$ cat src/rtl/imm_gen_pipe.sv
// Purpose: RV32I/RV64I immediate generator (I/S/B/J/U/SHAMT) behind a valid/ready stage with a 2-entry skid buffer.
// Latency: 1 cycle from input accept to out_valid; sustains 1 result per cycle while out_ready=1.
// Backpressure: in_ready is a pure register output (!skid_full); stalls absorb one extra entry, order is FIFO.
//
// Ports:
//   clk, rst_n             rising-edge clock, asynchronous active-low reset
//   in_valid/in_ready      upstream handshake; instr + imm_src sampled on accept
//   flush                  drops the output register and skid entry at the next edge
//   out_valid/out_ready    downstream handshake for imm_ext + imm_illegal
//   illegal_cnt            saturating count of accepted illegal imm_src selects
module imm_gen_pipe #(
  parameter int XLEN  = 32,
  parameter int CNT_W = 8
) (
  input  logic             clk,
  input  logic             rst_n,
  input  logic             in_valid,
  output logic             in_ready,
  input  logic [31:0]      instr,
  input  logic [2:0]       imm_src,
  input  logic             flush,
  output logic             out_valid,
  input  logic             out_ready,
  output logic [XLEN-1:0]  imm_ext,
  output logic             imm_illegal,
  output logic [CNT_W-1:0] illegal_cnt
);

  generate
    if (XLEN != 32 && XLEN != 64) begin : g_bad_xlen
      $error("imm_gen_pipe: XLEN must be 32 or 64");
    end
  endgenerate

  // Opcode bits never contribute to an immediate.
  logic unused_opcode;
  assign unused_opcode = ^instr[6:0];

  // ---------------------------------------------------------------------------
  // Immediate extraction. Every format is first built as a 32-bit value that is
  // already correct for RV32; a signed size cast then replicates bit 31 upward
  // for RV64. SHAMT has bit 31 clear, so the cast zero-extends it.
  // ---------------------------------------------------------------------------
  logic [31:0]     imm32;
  logic            new_ill;
  logic [XLEN-1:0] new_imm;

  always_comb begin
    imm32   = 32'd0;
    new_ill = 1'b0;
    case (imm_src)
      3'b000: imm32 = {{20{instr[31]}}, instr[31:20]};
      3'b001: imm32 = {{20{instr[31]}}, instr[31:25], instr[11:7]};
      3'b010: imm32 = {{19{instr[31]}}, instr[31], instr[7], instr[30:25], instr[11:8], 1'b0};
      3'b011: imm32 = {{11{instr[31]}}, instr[31], instr[19:12], instr[20], instr[30:21], 1'b0};
      3'b100: imm32 = {instr[31:12], 12'd0};
      3'b101: imm32 = (XLEN == 64) ? {26'd0, instr[25:20]} : {27'd0, instr[24:20]};
      default: begin
        imm32   = 32'd0;
        new_ill = 1'b1;
      end
    endcase
    new_imm = XLEN'($signed(imm32));
  end

  // ---------------------------------------------------------------------------
  // Output register + skid entry
  // ---------------------------------------------------------------------------
  logic             out_vld_q, out_vld_d;
  logic [XLEN-1:0]  out_imm_q, out_imm_d;
  logic             out_ill_q, out_ill_d;
  logic             skid_vld_q, skid_vld_d;
  logic [XLEN-1:0]  skid_imm_q, skid_imm_d;
  logic             skid_ill_q, skid_ill_d;
  logic [CNT_W-1:0] cnt_q, cnt_d;

  logic accept;
  logic xfer;

  // The skid entry is the only thing that can block a new input, so in_ready
  // comes straight off a flop and never sees out_ready combinationally.
  assign in_ready = !skid_vld_q;
  assign accept   = in_valid && in_ready;
  assign xfer     = out_vld_q && out_ready;

  always_comb begin
    out_vld_d  = out_vld_q;
    out_imm_d  = out_imm_q;
    out_ill_d  = out_ill_q;
    skid_vld_d = skid_vld_q;
    skid_imm_d = skid_imm_q;
    skid_ill_d = skid_ill_q;
    cnt_d      = cnt_q;

    if (flush) begin
      // Anything accepted this cycle is dropped along with both entries;
      // a transfer in this cycle has already completed downstream.
      out_vld_d  = 1'b0;
      skid_vld_d = 1'b0;
    end else if (!out_vld_q || xfer) begin
      // Output register is free at this edge: the skid entry (older) goes
      // first, and a concurrent accept refills the skid behind it.
      if (skid_vld_q) begin
        out_vld_d  = 1'b1;
        out_imm_d  = skid_imm_q;
        out_ill_d  = skid_ill_q;
        skid_vld_d = accept;
        if (accept) begin
          skid_imm_d = new_imm;
          skid_ill_d = new_ill;
        end
      end else begin
        out_vld_d = accept;
        if (accept) begin
          out_imm_d = new_imm;
          out_ill_d = new_ill;
        end
      end
    end else if (accept) begin
      // Output stalled and holding data: park the new entry in the skid.
      skid_vld_d = 1'b1;
      skid_imm_d = new_imm;
      skid_ill_d = new_ill;
    end

    // Counts every accepted illegal select, flushed or not.
    if (accept && new_ill && (cnt_q != {CNT_W{1'b1}})) begin
      cnt_d = cnt_q + 1'b1;
    end
  end

  always_ff @(posedge clk or negedge rst_n) begin
    if (!rst_n) begin
      out_vld_q  <= 1'b0;
      out_imm_q  <= '0;
      out_ill_q  <= 1'b0;
      skid_vld_q <= 1'b0;
      skid_imm_q <= '0;
      skid_ill_q <= 1'b0;
      cnt_q      <= '0;
    end else begin
      out_vld_q  <= out_vld_d;
      out_imm_q  <= out_imm_d;
      out_ill_q  <= out_ill_d;
      skid_vld_q <= skid_vld_d;
      skid_imm_q <= skid_imm_d;
      skid_ill_q <= skid_ill_d;
      cnt_q      <= cnt_d;
    end
  end

  assign out_valid   = out_vld_q;
  assign imm_ext     = out_imm_q;
  assign imm_illegal = out_ill_q;
  assign illegal_cnt = cnt_q;

endmodule
$ cat config.mk
export PLATFORM = sky130hd
export DESIGN_NAME = imm_gen_pipe
export DESIGN_NICKNAME = d
export VERILOG_FILES = /design/src/rtl/imm_gen_pipe.sv
export SDC_FILE = /design/constraint.sdc
export NUM_CORES = 1
export LEC_CHECK = 0
export ABC_AREA = 1
export ABC_CLOCK_PERIOD_IN_PS = 2200
export BUFFER_PORTS_ARGS = -buffer_cell sky130_fd_sc_hd__clkbuf_2
export CAP_MARGIN = 0
export CORE_MARGIN = 2
export CORE_UTILIZATION = 40
export CTS_CLUSTER_SIZE = 28
export DETAILED_ROUTE_END_ITERATION = 8
export GPL_ROUTABILITY_DRIVEN = 0
export PLACE_DENSITY = 0.67
export SLEW_MARGIN = 20
export SYNTH_ARGS = -nofsm -noshare
export SYNTH_HDL_FRONTEND = slang
export SYNTH_SLANG_ARGS = --single-unit
export TNS_END_PERCENT = 10
$ cat constraint.sdc
create_clock -name clk -period 2.2 [get_ports clk]
set_clock_uncertainty 0.05 [all_clocks]
set_input_delay 0.11 -clock clk [delete_from_list [all_inputs] [get_ports clk]]
set_output_delay 0.11 -clock clk [all_outputs]
set_load 0.02 [all_outputs]
==> results.py, run 1 <==
metrics = {
    "status": {
        "status": "finished clean",
    },
    "clock_tree": {
        "htreeDepth": 3,
        "post-cts-setup-buffers": 0,
        "cts_sinks": 76,
        "cts_tree": "done",
        "clockBufferDepth": 2,
        "clk_pin_slew_ns": 0.07,
        "cts_buffers": 9,
        "insertion_delay_ns": 0.34,
        "ctsRootBufferMaster": "clkbuf_8",
    },
    "routing": {
        "wire_per_inst_um": 13.0,
        "dr.pass1.iters": 4,
        "route.detailed.drc": 0,
        "drt_wl_total_um": 9220,
        "viasPerCell": 4.83,
        "drt_iter0_drc": 189,
        "ant_nets": 0,
        "vias": 3427,
    },
    "critical_path": {
        "path_class": "flop to output pin",
        "crit_arrival_ns": 1.48,
        "path_max_fanout": 16,
        "required_ns": 2.04,
        "crit_path_start_kind": "flop",
        "timing.critical_path.to_type": "output pin",
    },
    "grt": {
        "grt_max_degree": 42,
        "grt_pass1_wl_um": 15300,
        "grt_pass1_vias": 3235,
        "grt_usage": 0.189,
        "grt_antenna_before_repair": 0,
        "grt.overflow.total": 0,
    },
    "logic_synthesis": {
        "synthArstFlopShare": 1.00,
        "synth_most_common_cell": "nand2_1",
        "synth_top_area_frac": 0.499,
        "synth_edf_count": 0,
        "yosysWarnings": 0,
        "syn_area_um2": 3810,
        "synth_top_cell_by_area": "dfrtp_1",
        "ys_dominant_reg_cell": "dfrtp_1",
        "synth.ff_latch_count": 76,
        "syn_nets": 547,
        "synth.area.top_cells": "dfrtp_1 (50%), nand2_1 (18%), o21ai_0 (5.3%), nand3_1 (5.0%), inv_1 (3.6%)",
        "synth_cells": 506,
        "synth.distinct_cells": 27,
        "synth_commonest_cells": "nand2_1 (187), dfrtp_1 (76), o21ai_0 (40), nand3_1 (38), inv_1 (37)",
        "syn_avg_cell_area_um2": 7.53,
        "synth_seq_area_share": 0.499,
    },
    "flow_run": {
        "max_cap_viol_count": 0,
    },
    "sta": {
        "setup_viol": 0,
        "fin_hold_ws_ns": 0.0145,
        "fmax_mhz": 611,
        "hold_violations": 0,
        "drv_slew": 0,
        "worstMarginPinSlew_ns": 0.527,
        "fin_crit_sh": 0.745,
        "min_period_ns": 1.64,
        "rsz0062_at_grt": "no",
        "tns_ns": 0,
        "relSlewSlack": 0.648,
        "setup_slack_ns": 0.562,
    },
    "floorplanning": {
        "fp.dieW_um": 102,
        "dieArea_um2": 10300,
        "num_io_pins": 83,
        "rows": 35,
        "die_height_um": 102,
        "start_util": 0.412,
        "core-area_um2": 9240,
    },
    "place": {
        "place_inst": 694,
        "place_ws_ns": 0.538,
        "port_buffers": 75,
        "dp_hpwl_um": 6530,
    },
    "pwr": {
        "peakVddDrop_v": 0.000330,
        "powerDensity_nw_per_um2": 812,
        "p_leak_nw": 2.47,
    },
    "layout": {
        "stdcell_count": 710,
        "final_nets": 619,
        "diodes": 0,
        "syn_to_final_growth_pct": 17.8,
        "layout-drive-gt1-share": 0.205,
    },
    "min_path": {
        "hp-class": "input port to flop",
    },
}
-- power by group --
group	internal [mW]	total (mW)	switching (mW)
Combinational	0.321	0.901	0.580
Sequential	1.67	1.83	0.160
Clock	0.423	0.911	0.488
Total	2.42	3.65	1.23
-- registers in the layout, indices dropped and copies added (netlist names) --
register and flops:
skid_vld_q 1, skid_imm_q 32, imm_ext 32, illegal_cnt 8, out_valid 1, skid_ill_q 1, imm_illegal 1
-- kinds of logic after synthesis --
group / count (synthesis) / share of synthesized area
and+or+nand+nor: 283 / 0.314
adders and majority gates: 1 / 0.00328
xor gates and xnor gates: 5 / 0.0115
DFF: 76 / 0.499
AOI/OAI and AO/OA: 75 / 0.0985
buffers and inverters: 66 / 0.0739
-- routing by layer --
layer  up-vias  share of wire  global-route usage
met4         0          0.020              0.0738
met2        76           0.46               0.304
met3        15          0.051              0.0345
met1      1606           0.47               0.255
met5         -              0                   0
li1       1730              -                   -
-- timing repair --
action / CTS / global route
gates resized for setup: 0 / 0
hold buffers: 2 / 0
setup endpoints to repair: 0 / 0
endpoints found under the hold margin: 36 / 0
-- cell usage in the layout (no fill, tap or decap), types with 2 or more instances in the layout --
cell	netlist	final
a21oi_1	25	25
clkinv_2	0	3
nand3_1	38	38
o21ai_0	40	40
clkbuf_8	0	10
or2_2	8	8
nor2_2	2	2
buf_4	2	7
nand4_1	3	3
inv_2	4	4
clkbuf_2	0	74
buf_12	0	2
o21ai_1	10	10
nor2_1	31	31
dfrtp_1	76	76
nor3_1	4	4
nand2_1	187	187
xor2_1	4	4
nand2_2	5	5
dlygate4sd3_1	0	2
inv_1	37	37
-- cell type report --
type                       instances  area [um^2]
multi-input combinational        364         1630
fill                             948         4750
clock buffer                      11          141
inverter                          42          158
sequential                        76         1900
timing repair buffer              85          483
tap                              129          161
clock inverter                     3         15.0
-- critical path: stages (launching register included) --
cell	delay [ns]
dfrtp_1	0.39
clkinv_1	0.44
clkbuf_2	0.31
-- worst paths after layout --
check                                           start                          to  slack, ns  cells past startpoint
setup reg to reg               skid_vld_q$_DFFE_PN0P_     imm_ext[12]$_DFFE_PN0P_       0.56                      6
min in group asynchronous                       rst_n      imm_ext[9]$_DFFE_PN0P_       0.22                      2
hold / removal                               in_valid      skid_vld_q$_DFFE_PN0P_       0.01                      3
hold reg to reg            skid_imm_q[22]$_DFFE_PN0P_  skid_imm_q[22]$_DFFE_PN0P_       0.42                      2
setup / recovery               skid_vld_q$_DFFE_PN0P_                    in_ready       0.56                      2
max in group asynchronous                       rst_n     imm_ext[19]$_DFFE_PN0P_       1.29                      3
-- metrics by stage --
stage | utilization | total power, mW | instance area (um^2)
2_1_floorplan | - | 2.44 | 3810
3_3_place_gp | 0.467 | 2.73 | 4310
3_5_place_dp | 0.467 | 2.77 | 4310
4_1_cts | 0.486 | 3.69 | 4490
5_1_grt | 0.486 | 3.88 | 4490
6_report | 0.486 | 3.65 | 4490
No activity file was read; power rests on OpenSTA's default activity.
==> inputs of run 2 (changes only) <==
Settings changed: ABC_CLOCK_PERIOD_IN_PS 2200 to 1590.
Clock period 2.2 ns to 1.59 ns, I/O delays scaled along.
==> run 2 against run 1 <==
Effect of this change:
- sequential power grew 39%
- clock power grew 100%
- utilization rose by 2.7 points
- via count rose by 1.9%
- worst hold slack improved by 0.035 ns
- clock-buffer cell count increased by 1
- sequential share of layout area shrank 2.2 points
- non-clock buffer count is 14 higher
- register-to-register slack worse by 0.43 ns
- first-iteration DRC count grew 17%
- combinational power is 43% higher
- final cell count increased by 2.3%
- critical path type is now flop to flop
- largest cell class unchanged
==> results.py, run 2 (synthesis gave the netlist of run 1 again) <==
metrics = {
    "grt": {
        "grt_max_degree": 40,
        "grt_pass1_vias": 3294,
        "grt_pass1_wl_um": 15800,
        "grt.overflow.total": 0,
        "grt_usage": 0.195,
        "grt_antenna_before_repair": 0,
    },
    "clock_tree": {
        "cts_sinks": 76,
        "htreeDepth": 3,
        "clockBufferDepth": 2,
        "ctsRootBufferMaster": "clkbuf_8",
        "cts_tree": "done",
        "insertion_delay_ns": 0.34,
        "post-cts-setup-buffers": 0,
        "clk_pin_slew_ns": 0.08,
        "cts_buffers": 9,
    },
    "sta": {
        "relSlewSlack": 0.640,
        "setup_viol": 0,
        "rsz0062_at_grt": "no",
        "drv_slew": 0,
        "fin_crit_sh": 0.916,
        "worstMarginPinSlew_ns": 0.539,
        "hold_violations": 0,
        "tns_ns": 0,
        "fmax_mhz": 687,
        "min_period_ns": 1.46,
    },
    "pwr": {
        "peakVddDrop_v": 0.000396,
        "pwr-share-comb": 0.227,
        "p_leak_nw": 2.58,
        "swShare": 0.308,
        "p_int_mw": 3.92,
        "seqPwrFrac": 0.449,
        "netSwitchingPower_mw": 1.74,
        "clockPowerShare": 0.324,
        "fin_total_pwr_mw": 5.66,
        "powerDensity_nw_per_um2": 1200,
    },
    "routing": {
        "drt_iter0_drc": 221,
        "vias": 3491,
        "wire_per_inst_um": 12.9,
        "route.detailed.drc": 0,
        "viasPerCell": 4.81,
        "ant_nets": 0,
        "dr.pass1.iters": 5,
        "drt_wl_total_um": 9390,
    },
    "min_path": {
        "hp-class": "input port to flop",
    },
    "floorplanning": {
        "core-area_um2": 9240,
        "fp.dieW_um": 102,
        "dieArea_um2": 10300,
        "die_height_um": 102,
        "num_io_pins": 83,
        "rows": 35,
        "start_util": 0.412,
    },
    "layout": {
        "finish.instance_area_um2": 4730,
        "mostFrequentLayoutCells": "nand2_1 (187), dfrtp_1 (75), clkbuf_2 (74)",
        "layout-drive-gt1-share": 0.214,
        "final_common_cell": "nand2_1",
        "diodes": 0,
        "syn_to_final_growth_pct": 24.2,
        "final_nets": 633,
    },
    "critical_path": {
        "crit_arrival_ns": 1.64,
        "required_ns": 1.77,
        "path_max_fanout": 15,
        "path_class": "flop to flop",
        "crit_path_start_kind": "flop",
        "timing.critical_path.to_type": "flop",
    },
    "place": {
        "port_buffers": 75,
        "post_dp_cell_area_um2": 4370,
        "dp_hpwl_um": 6560,
    },
    "status": {
        "status": "finished clean",
    },
    "flow_run": {
        "max_cap_viol_count": 0,
    },
}
## run 2: changes by cell type in the layout (fill, tap and decap cells not counted), sizes merged
cell,change
dlygate4sd3,+8
buf,+6
bufinv,+3
clkinv,-2
clkbuf,+1
## run 2: cell type report
class | instances | area (um^2)
Clock buffer | 12 | 155
Clock inverter | 4 | 95.1
Fill cell | 915 | 4510
Inverter | 42 | 158
Multi-Input combinational cell | 364 | 1640
Sequential cell | 76 | 1900
Tap cell | 129 | 161
Timing Repair Buffer | 99 | 624
## run 2: per-stage QoR
step	utilization	setup WS, ns	hold WS [ns]	instances
CTS	0.511	0.0283	0.0356	726
floorplan	-	0.189	-0.266	506
detailed placement	0.473	0.0805	-0.0640	700
finish	0.512	0.134	0.0496	726
global placement	0.473	0.124	-0.0677	700
global route	0.512	0.0143	0.0783	726
## run 2: power groups by stage
stage / clock, mW / sequential (mW) / combinational, mW
4_1_cts: 1.86 / 2.54 / 1.30
3_3_place_gp: 0 / 2.56 / 1.24
5_1_grt: 1.96 / 2.59 / 1.46
2_1_floorplan: 0 / 2.77 / 0.602
6_report: 1.83 / 2.54 / 1.29
3_5_place_dp: 0 / 2.58 / 1.27
## run 2: per-layer routing
metal | GRT usage | up-vias | part of all wire
li1 | - | 1770 | -
met1 | 0.279 | 1627 | 0.47
met2 | 0.295 | 84 | 0.46
met3 | 0.0304 | 10 | 0.057
met4 | 0.0811 | 0 | 0.015
met5 | 0 | - | 0
## run 2: worst max-delay path, cell delays in order, from the launching register on
cell,delay [ns]
dfrtp_2,0.48
nor2_2,0.22
nor2_1,0.07
nand2_2,0.13
buf_4,0.24
nor2_1,0.06
nand2_1,0.06
nand2_1,0.04
## run 2: what timing repair did
action	4_1_cts	5_1_grt
setup endpoints to repair	0	12
hold buffers	10	0
resized for setup	0	4
hold endpoints to repair	87	0
## run 2: final timing paths
path                            slack (ns)  cells after the start                        from                    endpoint
worst max-delay path                  0.13                      7      skid_vld_q$_DFFE_PN0P_     imm_ext[16]$_DFFE_PN0P_
worst min-delay path                  0.05                      5                   instr[27]   skid_imm_q[7]$_DFFE_PN0P_
worst max register to register        0.13                      7      skid_vld_q$_DFFE_PN0P_     imm_ext[16]$_DFFE_PN0P_
worst min register to register        0.42                      2  skid_imm_q[21]$_DFFE_PN0P_  skid_imm_q[21]$_DFFE_PN0P_
max in group asynchronous             0.83                      3                       rst_n     imm_ext[22]$_DFFE_PN0P_
min in group asynchronous             0.11                      2                       rst_n     imm_ext[29]$_DFFE_PN0P_
==> inputs of run 3 (changes only) <==
Settings changed: ABC_AREA 1 to not set.
==> run 3 against run 2 <==
Effect of this change:
- clock power decreased by 27%
- first-iteration DRC count shrank 37%
- synthesized area is essentially flat
- sequential share of layout area decreased by 0.75 points
- synthesized cell count decreased by 19%
- via count shrank 1.5%
- power fell by 6.9%
- critical path depth is 2 lower
- non-clock buffer count increased by 19
==> results.py, run 3 <==
metrics = {
    "sta": {
        "fmax_mhz": 643,
        "tns_ns": 0,
        "relSlewSlack": 0.599,
        "rsz0062_at_grt": "yes",
        "drv_slew": 0,
        "worstMarginPinSlew_ns": 0.600,
        "min_period_ns": 1.56,
        "fin_crit_sh": 0.978,
        "hold_violations": 0,
        "setup_viol": 0,
    },
    "critical_path": {
        "worstPathCellList": "nor2b_1, or3_4, buf_12, a211oi_1, a21o_1",
        "cp_slowest_cell": "dfrtp_1",
        "r2r_slack_ns": 0.03,
        "worstSetupEndpoint": "imm_ext[25]$_DFFE_PN0P_",
        "path_max_fanout": 30,
        "required_ns": 1.84,
        "crit_path_start_kind": "flop",
        "path_class": "flop to flop",
        "crit_arrival_ns": 1.80,
        "rr_worst_depth": 5,
        "critPathBufInv": 1,
        "r2r-end": "imm_ext[25]$_DFFE_PN0P_",
        "cp_top_family": "simple AND/OR/NAND/NOR gates",
        "cpPeakStageDelay_ns": 0.41,
        "worstSetupPathDepth": 5,
        "crit_start": "out_valid$_DFFE_PN0P_",
        "timing.critical_path.to_type": "flop",
        "r2r_start": "out_valid$_DFFE_PN0P_",
    },
    "place": {
        "dp_hpwl_um": 6930,
        "port_buffers": 75,
        "post_dp_cell_area_um2": 4480,
    },
    "grt": {
        "grt.overflow.total": 0,
        "grt_pass1_vias": 3266,
        "grt_pass1_wl_um": 16000,
        "grt_antenna_before_repair": 0,
        "grt_usage": 0.197,
        "grt_max_degree": 31,
    },
    "flow_run": {
        "max_cap_viol_count": 0,
    },
    "pwr": {
        "peakVddDrop_v": 0.000452,
        "powerDensity_nw_per_um2": 1090,
        "p_leak_nw": 2.27,
        "fin_total_pwr_mw": 5.27,
    },
    "logic_synthesis": {
        "synth_commonest_cells": "dfrtp_1 (76), nand2_1 (72), o21ai_0 (39), a21oi_1 (38)",
        "synth-adder-area-share": 0.00329,
        "synth.distinct_cells": 42,
        "synth.area.top_cells": "dfrtp_1 (50%), nand2_1 (7.1%), o21ai_0 (5.1%), a21oi_1 (5.0%), mux2i_1 (2.9%)",
        "synth.ff_latch_count": 76,
        "synthSimpleGateAreaFrac": 0.176,
        "synth_edf_count": 0,
        "synth_seq_area_share": 0.500,
        "syn_area_um2": 3810,
        "syn_avg_cell_area_um2": 9.29,
        "ys_dominant_reg_cell": "dfrtp_1",
        "synthXorXnorAreaFrac": 0.00230,
        "synth_top_area_frac": 0.500,
        "synth_cells": 410,
        "syn_nets": 451,
        "synth_top_family_by_area": "compound AO/OA/AOI/OAI gates",
        "synth_mux_area_frac": 0.0407,
        "synth_top_cell_by_area": "dfrtp_1",
        "synthArstFlopShare": 1.00,
        "synth_most_common_cell": "dfrtp_1",
        "yosysWarnings": 0,
        "synth_compound_area_frac": 0.227,
    },
    "clock_tree": {
        "cts_sinks": 76,
        "htreeDepth": 3,
        "insertion_delay_ns": 0.35,
        "cts_tree": "done",
        "clk_pin_slew_ns": 0.08,
        "post-cts-setup-buffers": 0,
        "ctsRootBufferMaster": "clkbuf_8",
        "cts_buffers": 9,
        "clockBufferDepth": 2,
    },
    "layout": {
        "ff_latch_area_um2": 1910,
        "finish.utilization": 0.523,
        "fill_cells": 871,
        "final_nets": 547,
        "finish.instance_area_um2": 4830,
        "diodes": 0,
        "multi_input_area_um2": 1770,
        "syn_to_final_growth_pct": 26.9,
        "layout-drive-gt1-share": 0.303,
        "mostFrequentLayoutCells": "clkbuf_2 (74), dfrtp_1 (73), nand2_1 (71)",
        "final_common_cell": "clkbuf_2",
    },
    "floorplanning": {
        "start_util": 0.412,
        "die_height_um": 102,
        "core-area_um2": 9240,
        "dieArea_um2": 10300,
        "fp.dieW_um": 102,
        "rows": 35,
        "num_io_pins": 83,
    },
    "routing": {
        "drt_iter0_drc": 140,
        "ant_nets": 0,
        "route.detailed.drc": 0,
        "dr.pass1.iters": 4,
        "drt_wl_total_um": 9860,
        "wire_per_inst_um": 15.4,
        "viasPerCell": 5.37,
        "vias": 3437,
    },
    "status": {
        "status": "finished clean",
    },
    "min_path": {
        "worstHoldStart": "instr[20]",
        "hp-class": "input port to flop",
    },
}
-- run 3: logic make-up (layout without fill, tap and decap cells) --
kind of cell	Yosys count	after routing
AND/OR/NAND/NOR	139	139
flip-flops	76	76
XOR/XNOR	1	1
multiplexers	15	15
AO/OA/AOI/OAI	143	143
adder cells (fa/ha/maj)	1	1
buffers and inverters	35	136
-- run 3: repair_timing --
item / 4_1_cts / 5_1_grt
gates resized for setup: 6 / 13
endpoints found under the setup margin: 15 / 29
hold buffers: 9 / 0
pin swaps: 0 / 1
endpoints found under the hold margin: 86 / 0
cloned: 1 / 0
-- run 3: cell type report --
cell class                 instances  share of cell area
timing repair buffer             118               0.168
multi-input combinational        299               0.366
tap                              129              0.0334
inverter                           2             0.00155
clock inverter                     6             0.00803
sequential                        76               0.394
clock buffer                      10              0.0285
-- run 3: how the worst min path moves through the flow --
| stage | slack [ns] | end | cells after the start |
|---|---|---|---|
| 2_1_floorplan | -0.27 | illegal_cnt[0]$_DFFE_PN0P_ | 0 |
| 3_5_place_dp | -0.04 | illegal_cnt[6]$_DFFE_PN0P_ | 1 |
| 6_report | 0.04 | skid_imm_q[20]$_DFFE_PN0P_ | 3 |
| 3_3_place_gp | -0.05 | illegal_cnt[5]$_DFFE_PN0P_ | 1 |
| 4_1_cts | 0.04 | skid_imm_q[20]$_DFFE_PN0P_ | 3 |
| 5_1_grt | 0.08 | imm_ext[24]$_DFFE_PN0P_ | 3 |
-- run 3: per-layer routing --
metal,vias to the layer above,wire [um],track usage,part of all wire
met2,111,4610,0.309,0.47
met3,13,528,0.0317,0.054
met4,0,150,0.0686,0.015
met1,1665,4570,0.279,0.46
li1,1648,-,-,-
met5,-,0,0,0
-- run 3: report_power, final --
part | switching, mW | internal, mW
Clock | 0.738 | 0.606
Combinational | 0.840 | 0.564
Sequential | 0.229 | 2.29
Total | 1.81 | 3.46
-- run 3: worst reg2reg max path: stages (launching register included) --
cell      delay, ns
dfrtp_1        0.41
nor2b_1        0.15
or3_4          0.38
buf_12         0.17
a211oi_1       0.23
a21o_1         0.11
-- run 3: per-stage QoR --
step	hold slack [ns]	std cells	setup WS, ns
2_1_floorplan	-0.266	410	0.000616
3_3_place_gp	-0.0455	614	0.00671
3_5_place_dp	-0.0422	614	-0.0202
4_1_cts	0.0409	640	0.00259
5_1_grt	0.0758	640	-0.0319
6_report	0.0409	640	0.0348
